### config.mk
export PLATFORM = sky130hd
export DESIGN_NAME = tdm_demux_1to4
export DESIGN_NICKNAME = d
export VERILOG_FILES = /design/src/rtl/tdm_pkg.sv /design/src/rtl/tdm_slot_cnt.sv /design/src/rtl/tdm_demux_1to4.sv
export SDC_FILE = /design/constraint.sdc
export NUM_CORES = 1
export LEC_CHECK = 0
export BUFFER_PORTS_ARGS = -buffer_cell sky130_fd_sc_hd__buf_2
export CAP_MARGIN = 20
export CORE_AREA = 5 5 42 44
export DETAILED_ROUTE_END_ITERATION = 10
export DIE_AREA = 0 0 47 49
export GPL_ROUTABILITY_DRIVEN = 1
export HOLD_SLACK_MARGIN = 0.15
export PLACE_DENSITY = 0.7
export SLEW_MARGIN = 30
export SYNTH_ARGS = -nofsm -noshare
export SYNTH_HDL_FRONTEND = slang
export SYNTH_SLANG_ARGS = --single-unit
### constraint.sdc
create_clock -name clk -period 2.4 [get_ports clk]
set_clock_uncertainty 0.15 [all_clocks]
set_input_delay 0.12 -clock clk [delete_from_list [all_inputs] [get_ports clk]]
set_output_delay 0.12 -clock clk [all_outputs]
set_load 0.02 [all_outputs]
### src/rtl/tdm_pkg.sv
`default_nettype none
// ============================================================================
// Module   : tdm_pkg
// Purpose  : Shared types and constants for the 1:4 TDM demultiplexer.
// Revision : 1.0 - initial release
// ============================================================================
package tdm_pkg;

    // Beats per frame
    localparam int SLOTS = 4;

    typedef logic [1:0] slot_t;

    // Frame-alignment FSM: IDLE until the first sync, RUN thereafter
    typedef enum logic [0:0] {
        IDLE = 1'b0,
        RUN  = 1'b1
    } state_t;

    localparam slot_t SLOT_I0 = 2'd0;
    localparam slot_t SLOT_I1 = 2'd1;
    localparam slot_t SLOT_I2 = 2'd2;
    localparam slot_t SLOT_I3 = 2'd3;

endpackage : tdm_pkg
`default_nettype wire

### src/rtl/tdm_slot_cnt.sv
`default_nettype none
// ============================================================================
// Module   : tdm_slot_cnt
// Purpose  : 2-bit wrapping slot counter. 'restart' means the current beat is
//            slot 0 of a new frame, so the next expected slot is 1.
// Revision : 1.0 - initial release
// ============================================================================
module tdm_slot_cnt
    import tdm_pkg::*;
(
    input  logic  clk,
    input  logic  rst_n,
    input  logic  adv,
    input  logic  restart,
    output slot_t slot,
    output logic  last
);

    slot_t slot_q;
    slot_t slot_d;

    // Next slot: restart wins over a plain advance; natural 2-bit wrap 3->0
    always_comb begin
        slot_d = slot_q;
        if (restart) begin
            slot_d = SLOT_I1;
        end else if (adv) begin
            slot_d = slot_q + 2'd1;
        end
    end

    // Slot register
    always_ff @(posedge clk or negedge rst_n) begin
        if (!rst_n) begin
            slot_q <= SLOT_I0;
        end else begin
            slot_q <= slot_d;
        end
    end

    assign slot = slot_q;
    assign last = (slot_q == SLOT_I3);

endmodule : tdm_slot_cnt
`default_nettype wire

### src/rtl/tdm_demux_1to4.sv
`default_nettype none
// ============================================================================
// Module   : tdm_demux_1to4
// Purpose  : Demultiplexes a 4-beat TDM frame stream onto four parallel
//            channels. Slots 0..2 are staged in shadow registers; the slot-3
//            beat goes straight to the output bank so all four channels
//            update together, one cycle after the last beat.
// Revision : 1.0 - initial release
// ============================================================================
module tdm_demux_1to4
    import tdm_pkg::*;
#(
    parameter int W = 1
) (
    input  logic         clk,
    input  logic         rst_n,
    input  logic [W-1:0] D,
    input  logic         in_valid,
    input  logic         sync,
    output logic [W-1:0] Y0,
    output logic [W-1:0] Y1,
    output logic [W-1:0] Y2,
    output logic [W-1:0] Y3,
    output logic         out_valid,
    output logic [1:0]   S,
    output logic         err
);

    state_t       state_q, state_d;
    logic [W-1:0] shadow_q [SLOTS-1];
    logic [W-1:0] shadow_d [SLOTS-1];
    logic [W-1:0] y_q      [SLOTS];
    logic [W-1:0] y_d      [SLOTS];
    logic         out_valid_q, out_valid_d;
    logic         err_q, err_d;

    logic         cnt_adv;
    logic         cnt_restart;
    slot_t        slot;
    logic         slot_last;

    tdm_slot_cnt u_slot_cnt (
        .clk     (clk),
        .rst_n   (rst_n),
        .adv     (cnt_adv),
        .restart (cnt_restart),
        .slot    (slot),
        .last    (slot_last)
    );

    // Frame FSM: decides what each valid beat does to shadow, outputs and counter
    always_comb begin
        state_d     = state_q;
        shadow_d    = shadow_q;
        y_d         = y_q;
        out_valid_d = 1'b0;
        err_d       = 1'b0;
        cnt_adv     = 1'b0;
        cnt_restart = 1'b0;

        case (state_q)
            IDLE: begin
                // Unsynchronised beats are dropped silently
                if (in_valid && sync) begin
                    shadow_d[0] = D;
                    cnt_restart = 1'b1;
                    state_d     = RUN;
                end
            end
            RUN: begin
                if (in_valid) begin
                    if (sync) begin
                        // Sync always realigns; mid-frame it discards the partial frame
                        shadow_d[0] = D;
                        cnt_restart = 1'b1;
                        err_d       = (slot != SLOT_I0);
                    end else begin
                        cnt_adv = 1'b1;
                        case (slot)
                            SLOT_I0: shadow_d[0] = D;
                            SLOT_I1: shadow_d[1] = D;
                            SLOT_I2: shadow_d[2] = D;
                            default: begin
                                // Completing beat bypasses the shadow
                                y_d[0]      = shadow_q[0];
                                y_d[1]      = shadow_q[1];
                                y_d[2]      = shadow_q[2];
                                y_d[3]      = D;
                                out_valid_d = 1'b1;
                            end
                        endcase
                    end
                end
            end
            default: state_d = IDLE;
        endcase
    end

    // State, shadow and output registers
    always_ff @(posedge clk or negedge rst_n) begin
        if (!rst_n) begin
            state_q     <= IDLE;
            out_valid_q <= 1'b0;
            err_q       <= 1'b0;
            for (int i = 0; i < SLOTS - 1; i++) begin
                shadow_q[i] <= '0;
            end
            for (int i = 0; i < SLOTS; i++) begin
                y_q[i] <= '0;
            end
        end else begin
            state_q     <= state_d;
            out_valid_q <= out_valid_d;
            err_q       <= err_d;
            shadow_q    <= shadow_d;
            y_q         <= y_d;
        end
    end

    assign Y0        = y_q[0];
    assign Y1        = y_q[1];
    assign Y2        = y_q[2];
    assign Y3        = y_q[3];
    assign out_valid = out_valid_q;
    assign err       = err_q;
    assign S         = slot;

endmodule : tdm_demux_1to4
`default_nettype wire
# [Yosys cells after proc, flatten, opt, wreduce, memory -nomap -nowiden]
# Cells that the tools add are included.
[op_classes] add_sub_neg=1 n_eq_ne=5 muxes=25 n_bitwise=3 n_reduce_logical=9
[op_table] op="$mux 1" n=19
[op_table] op="$reduce_and 4->1" n=3
[op_table] op="$mux 2" n=3
[op_table] op="$ne 2x2->1 const B" n=2
[op_table] op="$pmux 1 s2" n=2
[op_table] op="$reduce_bool 2->1" n=2
[op_table] op="$mux 3" n=1
[op_table] op="$ne 3x2->1 const B" n=1
[op_table] op="$not 1->1" n=3
[op_table] op="$reduce_and 3->1" n=1
[op_table] op="$reduce_or 3->1" n=1
[op_table] op="$add 2x1->2 const B" n=1
[op_table] op="$eq 2x1->1 const B" n=1
[op_table] op="$eq 2x2->1 const B" n=1
[op_table] op="$logic_not 2->1" n=1
[op_table] op="$logic_and 1x1->1" n=1
[totals] register_bits=12 in_bits=5 output_inout_bits=8 wordCells=54

# [Longest topological paths before layout]
# Gate-level depths: netlist of the first run.
[logic_depth] ltp_word=6 mapped_depth=4 ltp_nobuf=4

# [Modules after synthesis]
# From an unflattened synthesis of the first run, not the netlist that was laid out.
[hier_totals] cells_unflattened=34 hier_area_um2=518.0
[modules_own_cells] module="tdm_demux_1to4" instances=1 cells_per_inst=27 area_each_um2=426.7 seq_area_each_um2=250.2
[modules_own_cells] module="tdm_slot_cnt" instances=1 cells_per_inst=7 area_each_um2=91.3 seq_area_each_um2=50.0

# [Worst setup path before layout of the first run]
# No wires, ideal clock.
[synth_timing] kind="reg2reg" from="reg u_slot_cnt.slot_q[0] (netlist: u_slot_cnt.slot[0])" to="reg y_q (netlist bit Y0)" setup_ns=0.125 arrival_ns=1.238 required_time_ns=2.125 slack_ns=0.887 path_stages_with_launch=4 n_path_buf=0 synth_period_minus_slack_ns=1.513 cell_sequence="dfrtp_1 ha_1 nand4b_1 mux2_2"
[synth_via] elab_chain_len=4 elab_cells_between_ends=6 classes_between="eq/ne: 2; bitwise: 1; reduce/logical: 3"
[synth_rtl] item="start, declared" line_no="tdm_slot_cnt.sv:19" text="slot_t slot_q;"
[synth_rtl] item="start signal, assigned" line_no="tdm_slot_cnt.sv:37" text="slot_q <= slot_d;"
[synth_rtl] item="$eq 2x2->1 (tied with other cells)" line_no="tdm_demux_1to4.sv:79" text="case (slot)"
[synth_rtl] item="$reduce_or 3->1 (no source line) *"
[synth_rtl] item="$not 1->1 (no source line) *"
[synth_rtl] item="$reduce_and 4->1 (no source line) *"
[synth_rtl] item="end signal, assigned" line_no="tdm_demux_1to4.sv:116" text="y_q <= y_d;"
[synth_rtl] item="end, declared" line_no="tdm_demux_1to4.sv:32" text="logic [W-1:0] y_q [SLOTS];"
# Mark *: on every way between the ends. The rest lies on a longest branch, timed or not.
# A chain may end at the register's enable or synchronous reset.

# [Final worst setup path of the first run]
[layout_timing] from="reg u_slot_cnt.slot_q[0] (netlist: u_slot_cnt.slot[0])" to="reg shadow_q[0] (netlist name)"
[layout_via] elab_chain_len=2
[layout_rtl] item="$eq 2x2->1" line_no="tdm_demux_1to4.sv:79"
[layout_rtl] item="$reduce_and 4->1 (no source line)"
[layout_rtl] item="end signal, assigned" line_no="tdm_demux_1to4.sv:115" text="shadow_q <= shadow_d;"
[layout_rtl] item="end, declared" line_no="tdm_demux_1to4.sv:30" text="logic [W-1:0] shadow_q [SLOTS-1];"
# No other way between the ends.

==> results of run 1 <==
==> power breakdown <==
| part | leakage, nW | switching [mW] | internal [mW] |
|---|---|---|---|
| registers | 0.146 | 0.0301 | 0.261 |
| clock network | 0.0138 | 0.0610 | 0.0579 |
| logic | 0.195 | 0.110 | 0.0972 |
==> flip-flops by register name, summed over array words and instances, names as in the netlist <==
register and flops:
shadow_q 3, u_slot_cnt.slot 2, Y0 1, Y1 1, Y2 1, Y3 1, err 1, out_valid 1
state_q 1
==> layer usage <==
metal | part of all wire, % | vias up | global-route usage (%)
li1 | - | 197 | -
met1 | 45 | 183 | 12.8
met2 | 45 | 12 | 14.0
met3 | 8.4 | 2 | 3.32
met4 | 1.2 | 0 | 8.29
met5 | 0 | - | 0
==> cell usage after synthesis <==
cell,count
nand4b_1,3
a21oi_1,1
a21o_1,1
nand3_1,2
dfrtp_1,12
mux2_1,2
nor2_1,1
inv_1,3
buf_6,1
o2bb2ai_1,1
a21boi_0,1
and4b_1,2
mux2_2,4
nand2_1,1
buf_4,1
nor3_1,2
o221ai_1,1
ha_1,4
or3b_1,1
buf_2,1
==> logic make-up after synthesis <==
family / Yosys count / synth area share (%)
AO/OA/AOI/OAI: 5 / 6.55
multiplexers: 6 / 11.8
buffers and inverters: 6 / 6.11
flip-flops: 12 / 52.4
adder cells (fa/ha/maj): 4 / 8.73
AND/OR/NAND/NOR: 12 / 14.4
==> how the worst min path moves through the flow <==
stage | from | to | slack, ns | depth (start not counted)
detailed placement | rst_n | out_valid$_DFF_PN0_ | -0.14 | 1
CTS | shadow_q[1]$_DFFE_PN0P_ | shadow_q[1]$_DFFE_PN0P_ | 0.35 | 1
global placement | rst_n | out_valid$_DFF_PN0_ | -0.14 | 1
global route | Y3$_DFFE_PN0P_ | Y3$_DFFE_PN0P_ | 0.37 | 1
floorplan | rst_n | Y0$_DFFE_PN0P_ | -0.33 | 0
finish | shadow_q[1]$_DFFE_PN0P_ | shadow_q[1]$_DFFE_PN0P_ | 0.34 | 1
==> per-stage QoR <==
step,cells,worst slack [ns]
2_1_floorplan,45,0.887
3_3_place_gp,70,0.930
3_5_place_dp,70,0.865
4_1_cts,79,0.420
5_1_grt,79,0.324
6_report,79,0.389
==> worst max-delay path, cell delays in order, from the launching register on <==
cell and delay [ns]:
dfrtp_1 0.46, inv_1 0.09, ha_1 0.20, nand4b_1 0.09
mux2_1 0.33, dlygate4sd3_1 0.57
==> area by class of cell <==
| class | instances | area share (%) |
|---|---|---|
| sequential | 12 | 42.2 |
| multi-input combinational | 27 | 33.4 |
| timing repair buffer | 18 | 16.9 |
| clock buffer | 3 | 3.16 |
| tap | 16 | 2.81 |
| inverter | 3 | 1.58 |
==> repair_timing <==
item                      CTS  global route
resized for setup           0             0
hold endpoints to repair   20             0
hold buffers                6             0
==> metrics.md, run 1 <==
| Metric | Value |
|---|---|
| Root Driver | clkbuf_4 |
| Status | complete, no violations |
| Synth cell types | 20 |
| Syn Inst Count | 45 |
| Largest net degree at the start of global routing | 13 |
| Cts bufs inserted | 3 |
| Dominant cell type by area after synthesis | dfrtp_1 |
| CP Class | flip-flop to flip-flop |
| Core Util, Final | between 50% and 60% |
| Die Width | around 47 um |
| Grt total ovfl | 0 |
| DR WL/cell | between 10 and 15 um |
| Worst EP required | 2.40 ns |
| Area grow syn2layout | 24.2% |
| Reg2Reg Launch Point | u_slot_cnt.slot[0]$_DFFE_PN0P_ |
| Critical Path End | shadow_q[0]$_DFFE_PN0P_ |
| Final period utilization | between 80% and 90% |
| Core ar. | ~1400 sq um |
| Remaining DRCs | 0 |
| Hold/Removal Path Class | flip-flop to flip-flop |
| Final instance area | approximately 710 sq um |
| Via density per instance | 4.99 |
| Fraction of layout instances using a drive strength above 1 | between 30% and 40% |
| Fin. max-slew vios | 0 |
| FF-to-FF End | shadow_q[0]$_DFFE_PN0P_ |
| RSZ-0062 raised after global routing | no |
| Synthesized area | 573 sq um |
| VDD IR max | around 0.00030 V |
| Bufs on Longest Clock Path | 2 |
| PortBufs | 12 |
| Vias in the first global route | about 380 |
| Synth warn | 0 |
| Synth area leaders | dfrtp_1 (52%), ha_1 (8.7%), mux2_2 (7.9%) |
| Max Cap Viol | 0 |
| CTS H-tree lvls | 1 |
| # rows | 14 |
| Post-synth net total | 54 |
| Register Area | roughly 300 sq um |
| Power Dens Cells | between 800 and 900 nW/um^2 |
| Total power | about 0.62 mW |
| Multi-input gate area | ~240 sq um |
| Syn Area/Cell | between 10 and 15 sq um |
| Placement Cell Area | about 630 sq um |
| Initial Util | between 40% and 50% |
| Reg2Reg Setup Slack | 0.39 ns |
| First-pass GRT wire length | between 1500 and 2000 um |
| Later-pin clock latency in the skew report | 0.26 ns |
| Max-slew headroom at the worst pin | 63.0% |
| DRT iter0 DRCs | 18 |
| Clk slew on worst S/H paths | 0.07 ns |
| Fin Setup TNS | 0 ns |
| Gpl congestion | around 0.67 |
| Antenna Violating Nets Remaining | 0 |
| Post-CTS Setup Repair Bufs | 0 |
| Critical path launch point type | flip-flop |
| Gr usage total | between 10% and 20% |
| Worst Path Arrival | 2.01 ns |
| Initial antenna violation count | 0 |
| Final wirelength | slightly above 1000 um |
| Final #Nets | between 70 and 80 |
| # clock sinks | 12 |
| Max Freq | 497 MHz |
| I/O pins | 13 |
| Worst Setup SP | u_slot_cnt.slot[0]$_DFFE_PN0P_ |
| Fin. Hold Viols | 0 |
| First-pass iteration count of the detailed router | 5 |
| Yosys top cell area share | 52.4% |
| Worst slew pin tran | 0.554 ns |
| Detail Placement HPWL | around 700 um |
| Hold slack | between 0.3 and 0.4 ns |
| Vias | 394 |
| Die H | 49 um |
| Leak | 0.355 nW |
| Diodes inserted | 0 |
| Worst setup EP type | flip-flop |
| Reg2Reg Depth | 5 |
| Synth Register Bits | 12 |
| Post-synthesis sequential area ratio | a little over half |
| Fin crit period | roughly 2.0 ns |
| CP max FO | 7 |
| Setup violators final | 0 |
| # fillers | roughly 140 |
| Commonest cells after routing, fill and taps aside | dfrtp_1 (12), buf_2 (12), dlygate4sd3_1 (6), mux2_2 (4), ha_1 (4) |
| Die area | 2300 sq um |
| CTS tree | built |
(Power assumes the default switching activity.)
==> run 2, diff against run 1 <==
--- a/config.mk
+++ b/config.mk
@@ -5,14 +5,15 @@
 export SDC_FILE = /design/constraint.sdc
 export NUM_CORES = 1
 export LEC_CHECK = 0
+export ABC_AREA = 1
 export BUFFER_PORTS_ARGS = -buffer_cell sky130_fd_sc_hd__buf_2
 export CAP_MARGIN = 20
-export CORE_AREA = 5 5 42 44
+export CORE_MARGIN = 5
+export CORE_UTILIZATION = 44
 export DETAILED_ROUTE_END_ITERATION = 10
-export DIE_AREA = 0 0 47 49
 export GPL_ROUTABILITY_DRIVEN = 1
 export HOLD_SLACK_MARGIN = 0.15
-export PLACE_DENSITY = 0.7
+export PLACE_DENSITY = 0.74
 export SLEW_MARGIN = 30
 export SYNTH_ARGS = -nofsm -noshare
 export SYNTH_HDL_FRONTEND = slang
==> constraint.sdc (replaced) <==
create_clock -name clk -period 1.84 [get_ports clk]
set_clock_uncertainty 0.15 [all_clocks]
set_input_delay 0.092 -clock clk [delete_from_list [all_inputs] [get_ports clk]]
set_output_delay 0.092 -clock clk [all_outputs]
set_load 0.02 [all_outputs]
==> run 2 against run 1 <==
Maximum frequency rose by 16%; register-to-register slack got worse by 0.28 ns; design area rose by 4.7%; worst hold slack got worse by 0.023 ns; sequential share of layout area fell by 1.9 points; clock-buffer cell count did not move; first-iteration DRC count fell by 67%; non-clock buffer count rose by 1; die area fell by 7.6%; worst setup slack got worse by 0.28 ns; sequential power rose by 35%.
==> metrics.md, run 2 <==
| Metric | Value |
|---|---|
| Post-synth top flop | dfrtp_1 (unchanged) |
| Area grow syn2layout | 29.8% (was 24.2%) |
| Die Width | 46.1 um (was 47 um) |
| CP Class | flip-flop to flip-flop (unchanged) |
| Commonest non-fill, non-tap cell in the layout | nand2_1 |
| Initial Util | 45.3% (was 40.9%) |
| Synthesized area | 574 sq um (was 573 sq um) |
| FFs w/ async S/R, synth | 100% (unchanged) |
| Post-synth EDFFs | 0 (unchanged) |
| Initial antenna violation count | 0 (unchanged) |
| Clk slew on worst S/H paths | 0.07 ns (about the same) |
| Max-slew headroom at the worst pin | 65.2% (was 63.0%) |
| Commonest cells in the netlist | nand2_1 (27), dfrtp_1 (12), nand3_1 (9) (was dfrtp_1 (12), ha_1 (4), mux2_2 (4)) |
| Reg2Reg Setup Slack | 0.11 ns (was 0.39 ns) |
| Fin Setup TNS | 0 ns (unchanged) |
| Reg2Reg Depth | 7 (was 5) |
| Commonest cells after routing, fill and taps aside | nand2_1 (27), dfrtp_1 (12), buf_2 (12), nand3_1 (9) (was dfrtp_1 (12), buf_2 (12), dlygate4sd3_1 (6), mux2_2 (4), ha_1 (4)) |
| Max FFs per register | 3 (unchanged) |
| Gr usage total | 12.5% (was 10.3%) |
| Min-delay src | Y0$_DFFE_PN0P_ (was shadow_q[1]$_DFFE_PN0P_) |
| First-pass GRT wire length | 1820 um (was 1630 um) |
| DR WL/cell | 10.1 um (was 13.1 um) |
| Status | complete, no violations (unchanged) |
| # rows | 13 (was 14) |
| Largest net degree at the start of global routing | 13 (unchanged) |
| Worst hold stages | 2 (was 1) |
| FF-to-FF End | shadow_q[0]$_DFFE_PN0P_ (unchanged) |
| Syn Area/Cell | 8.32 sq um (was 12.7 sq um) |
| Die area | 2130 sq um (was 2300 sq um) |
| Remaining DRCs | 0 (unchanged) |
| Post-synth net total | 78 (was 54) |
| Fraction of layout instances using a drive strength above 1 | 23.1% (was 30.2%) |
| First-pass iteration count of the detailed router | 5 (unchanged) |
| Cts bufs inserted | 3 (unchanged) |
| Gpl congestion | 0.787 (was 0.669) |
| Final wirelength | 1070 um (was 1040 um) |
| PortBufs | 12 (unchanged) |
| # clock sinks | 12 (unchanged) |
| Core ar. | 1270 sq um (was 1400 sq um) |
| Final period utilization | 93.8% (was 83.8%) |
| Reg2Reg Launch Point | u_slot_cnt.slot[0]$_DFFE_PN0P_ (unchanged) |
| Power Dens Cells | 1120 nW/um^2 (was 866 nW/um^2) |
| Die H | 46.1 um (was 49 um) |
| Synth warn | 0 (unchanged) |
| Worst slew pin tran | 0.521 ns (was 0.554 ns) |
| Yosys top cell area share | 52.3% (was 52.4%) |
| Via density per instance | 4.56 (was 4.99) |
| Worst setup EP type | flip-flop (unchanged) |
| Critical path launch point type | flip-flop (unchanged) |
| Root Driver | clkbuf_4 (unchanged) |
| Synth cell types | 11 (was 20) |
| Dominant cell type by area after synthesis | dfrtp_1 (unchanged) |
| CTS H-tree lvls | 1 (unchanged) |
| Hold slack | 0.316 ns (was 0.339 ns) |
| Bufs on Longest Clock Path | 2 (unchanged) |
| Max Cap Viol | 0 (unchanged) |
| VDD IR max | 0.000612 V (was 0.000302 V) |
| DRT iter0 DRCs | 6 (was 18) |
| RSZ-0062 raised after global routing | no (unchanged) |
| Vias | 483 (was 394) |
| Worst EP required | 1.86 ns (was 2.40 ns) |
| Diodes inserted | 0 (unchanged) |
| Vias in the first global route | 441 (was 381) |
| Worst Path Arrival | 1.74 ns (was 2.01 ns) |
| Detail Placement HPWL | 791 um (was 687 um) |
| Setup violators final | 0 (unchanged) |
| Fin crit period | 1.73 ns (was 2.01 ns) |
| Final #Nets | 102 (was 74) |
| CTS tree | built (unchanged) |
| Hold/Removal Path Class | flip-flop to flip-flop (unchanged) |
| Fin. Hold Viols | 0 (unchanged) |
| Synth area leaders | dfrtp_1 (52%), nand2_1 (18%), ha_1 (8.7%) (was dfrtp_1 (52%), ha_1 (8.7%), mux2_2 (7.9%)) |
| I/O pins | 13 (unchanged) |
| Synth Register Bits | 12 (unchanged) |
| Later-pin clock latency in the skew report | 0.27 ns (was 0.26 ns) |
| Post-synthesis sequential area ratio | 52.3% (was 52.4%) |
| Leak | 0.435 nW (was 0.355 nW) |
| Largest Register | shadow_q (unchanged) |
| Hold EP | Y0$_DFFE_PN0P_ (was shadow_q[1]$_DFFE_PN0P_) |
| Most frequent cell after synthesis | nand2_1 (was dfrtp_1) |
| Syn Inst Count | 69 (was 45) |
| Fin. max-slew vios | 0 (unchanged) |
| Max Freq | 579 MHz (was 497 MHz) |
| Antenna Violating Nets Remaining | 0 (unchanged) |
| Post-CTS Setup Repair Bufs | 0 (unchanged) |
| Grt total ovfl | 0 (unchanged) |
| CP max FO | 4 (was 7) |
-- run 2: changes by cell type after synthesis, sizes merged, moves of 2 or more --
cell and change:
nand2 +28, nand4b -3, buf -3, inv +5, o21ai +2, and4b -2, nor2 +3, nand3 +7
nor3 -2, mux2 -6
-- run 2: cell type report --
| class | instances | area [sq um] |
|---|---|---|
| Multi-Input combinational cell | 48 | 239 |
| Fill cell | 113 | 523 |
| Inverter | 9 | 35.0 |
| Sequential cell | 12 | 300 |
| Timing Repair Buffer | 19 | 130 |
| Clock buffer | 3 | 22.5 |
| Tap cell | 15 | 18.8 |
-- run 2: cell families after synthesis --
group,synth area share [%]
flops,52.3
compound gates,1.74
buf+inv,6.10
simple gates,31.2
fa+ha+maj,8.71
-- run 2: critical path: stages, from the launching register on --
cell,delay (ns)
dfrtp_1,0.41
inv_2,0.08
ha_1,0.21
nand2_1,0.06
inv_1,0.05
nand3_1,0.07
dlygate4sd3_1,0.55
nand2_1,0.05
-- run 2: how the worst max path moves through the flow --
| stage | start | end | slack [ns] | cells after the start |
|---|---|---|---|---|
| 3_3_place_gp | u_slot_cnt.slot[0]$_DFFE_PN0P_ | Y2$_DFFE_PN0P_ | 0.63 | 6 |
| 3_5_place_dp | u_slot_cnt.slot[0]$_DFFE_PN0P_ | Y2$_DFFE_PN0P_ | 0.60 | 6 |
| 6_report | u_slot_cnt.slot[0]$_DFFE_PN0P_ | shadow_q[0]$_DFFE_PN0P_ | 0.11 | 7 |
| 2_1_floorplan | u_slot_cnt.slot[1]$_DFFE_PN0P_ | Y0$_DFFE_PN0P_ | 0.54 | 6 |
| 4_1_cts | u_slot_cnt.slot[0]$_DFFE_PN0P_ | shadow_q[0]$_DFFE_PN0P_ | 0.11 | 7 |
| 5_1_grt | u_slot_cnt.slot[0]$_DFFE_PN0P_ | shadow_q[0]$_DFFE_PN0P_ | 0.01 | 7 |
-- run 2: power by group --
group	internal [mW]	switching (mW)
Clock	0.0755	0.0799
Combinational	0.106	0.184
Sequential	0.342	0.0508
Total	0.524	0.314
-- run 2: stage by stage --
stage / total power [mW] / instance area [sq um] / util (%) / std cells / setup WS (ns)
2_1_floorplan: 0.579 / 574 / - / 69 / 0.538
3_3_place_gp: 0.675 / 653 / 51.5 / 96 / 0.628
3_5_place_dp: 0.680 / 653 / 51.5 / 96 / 0.600
4_1_cts: 0.845 / 746 / 58.8 / 106 / 0.106
5_1_grt: 0.906 / 746 / 58.8 / 106 / 0.0148
6_report: 0.838 / 746 / 58.8 / 106 / 0.113
-- run 2: layer usage --
metal / up-vias / wire length, um / global-route usage, % / share of wire, %
li1: 256 / - / - / -
met1: 215 / 516 / 14.6 / 48
met2: 10 / 471 / 19.5 / 44
met3: 2 / 67 / 3.52 / 6.3
met4: 0 / 11 / 8.52 / 1.0
met5: - / 0 / 0 / 0
-- run 2: repair_timing --
action / 4_1_cts / 5_1_grt
hold endpoints to repair: 24 / 0
hold buffers: 7 / 0
setup endpoints to repair: 0 / 1
gates resized for setup: 0 / 1
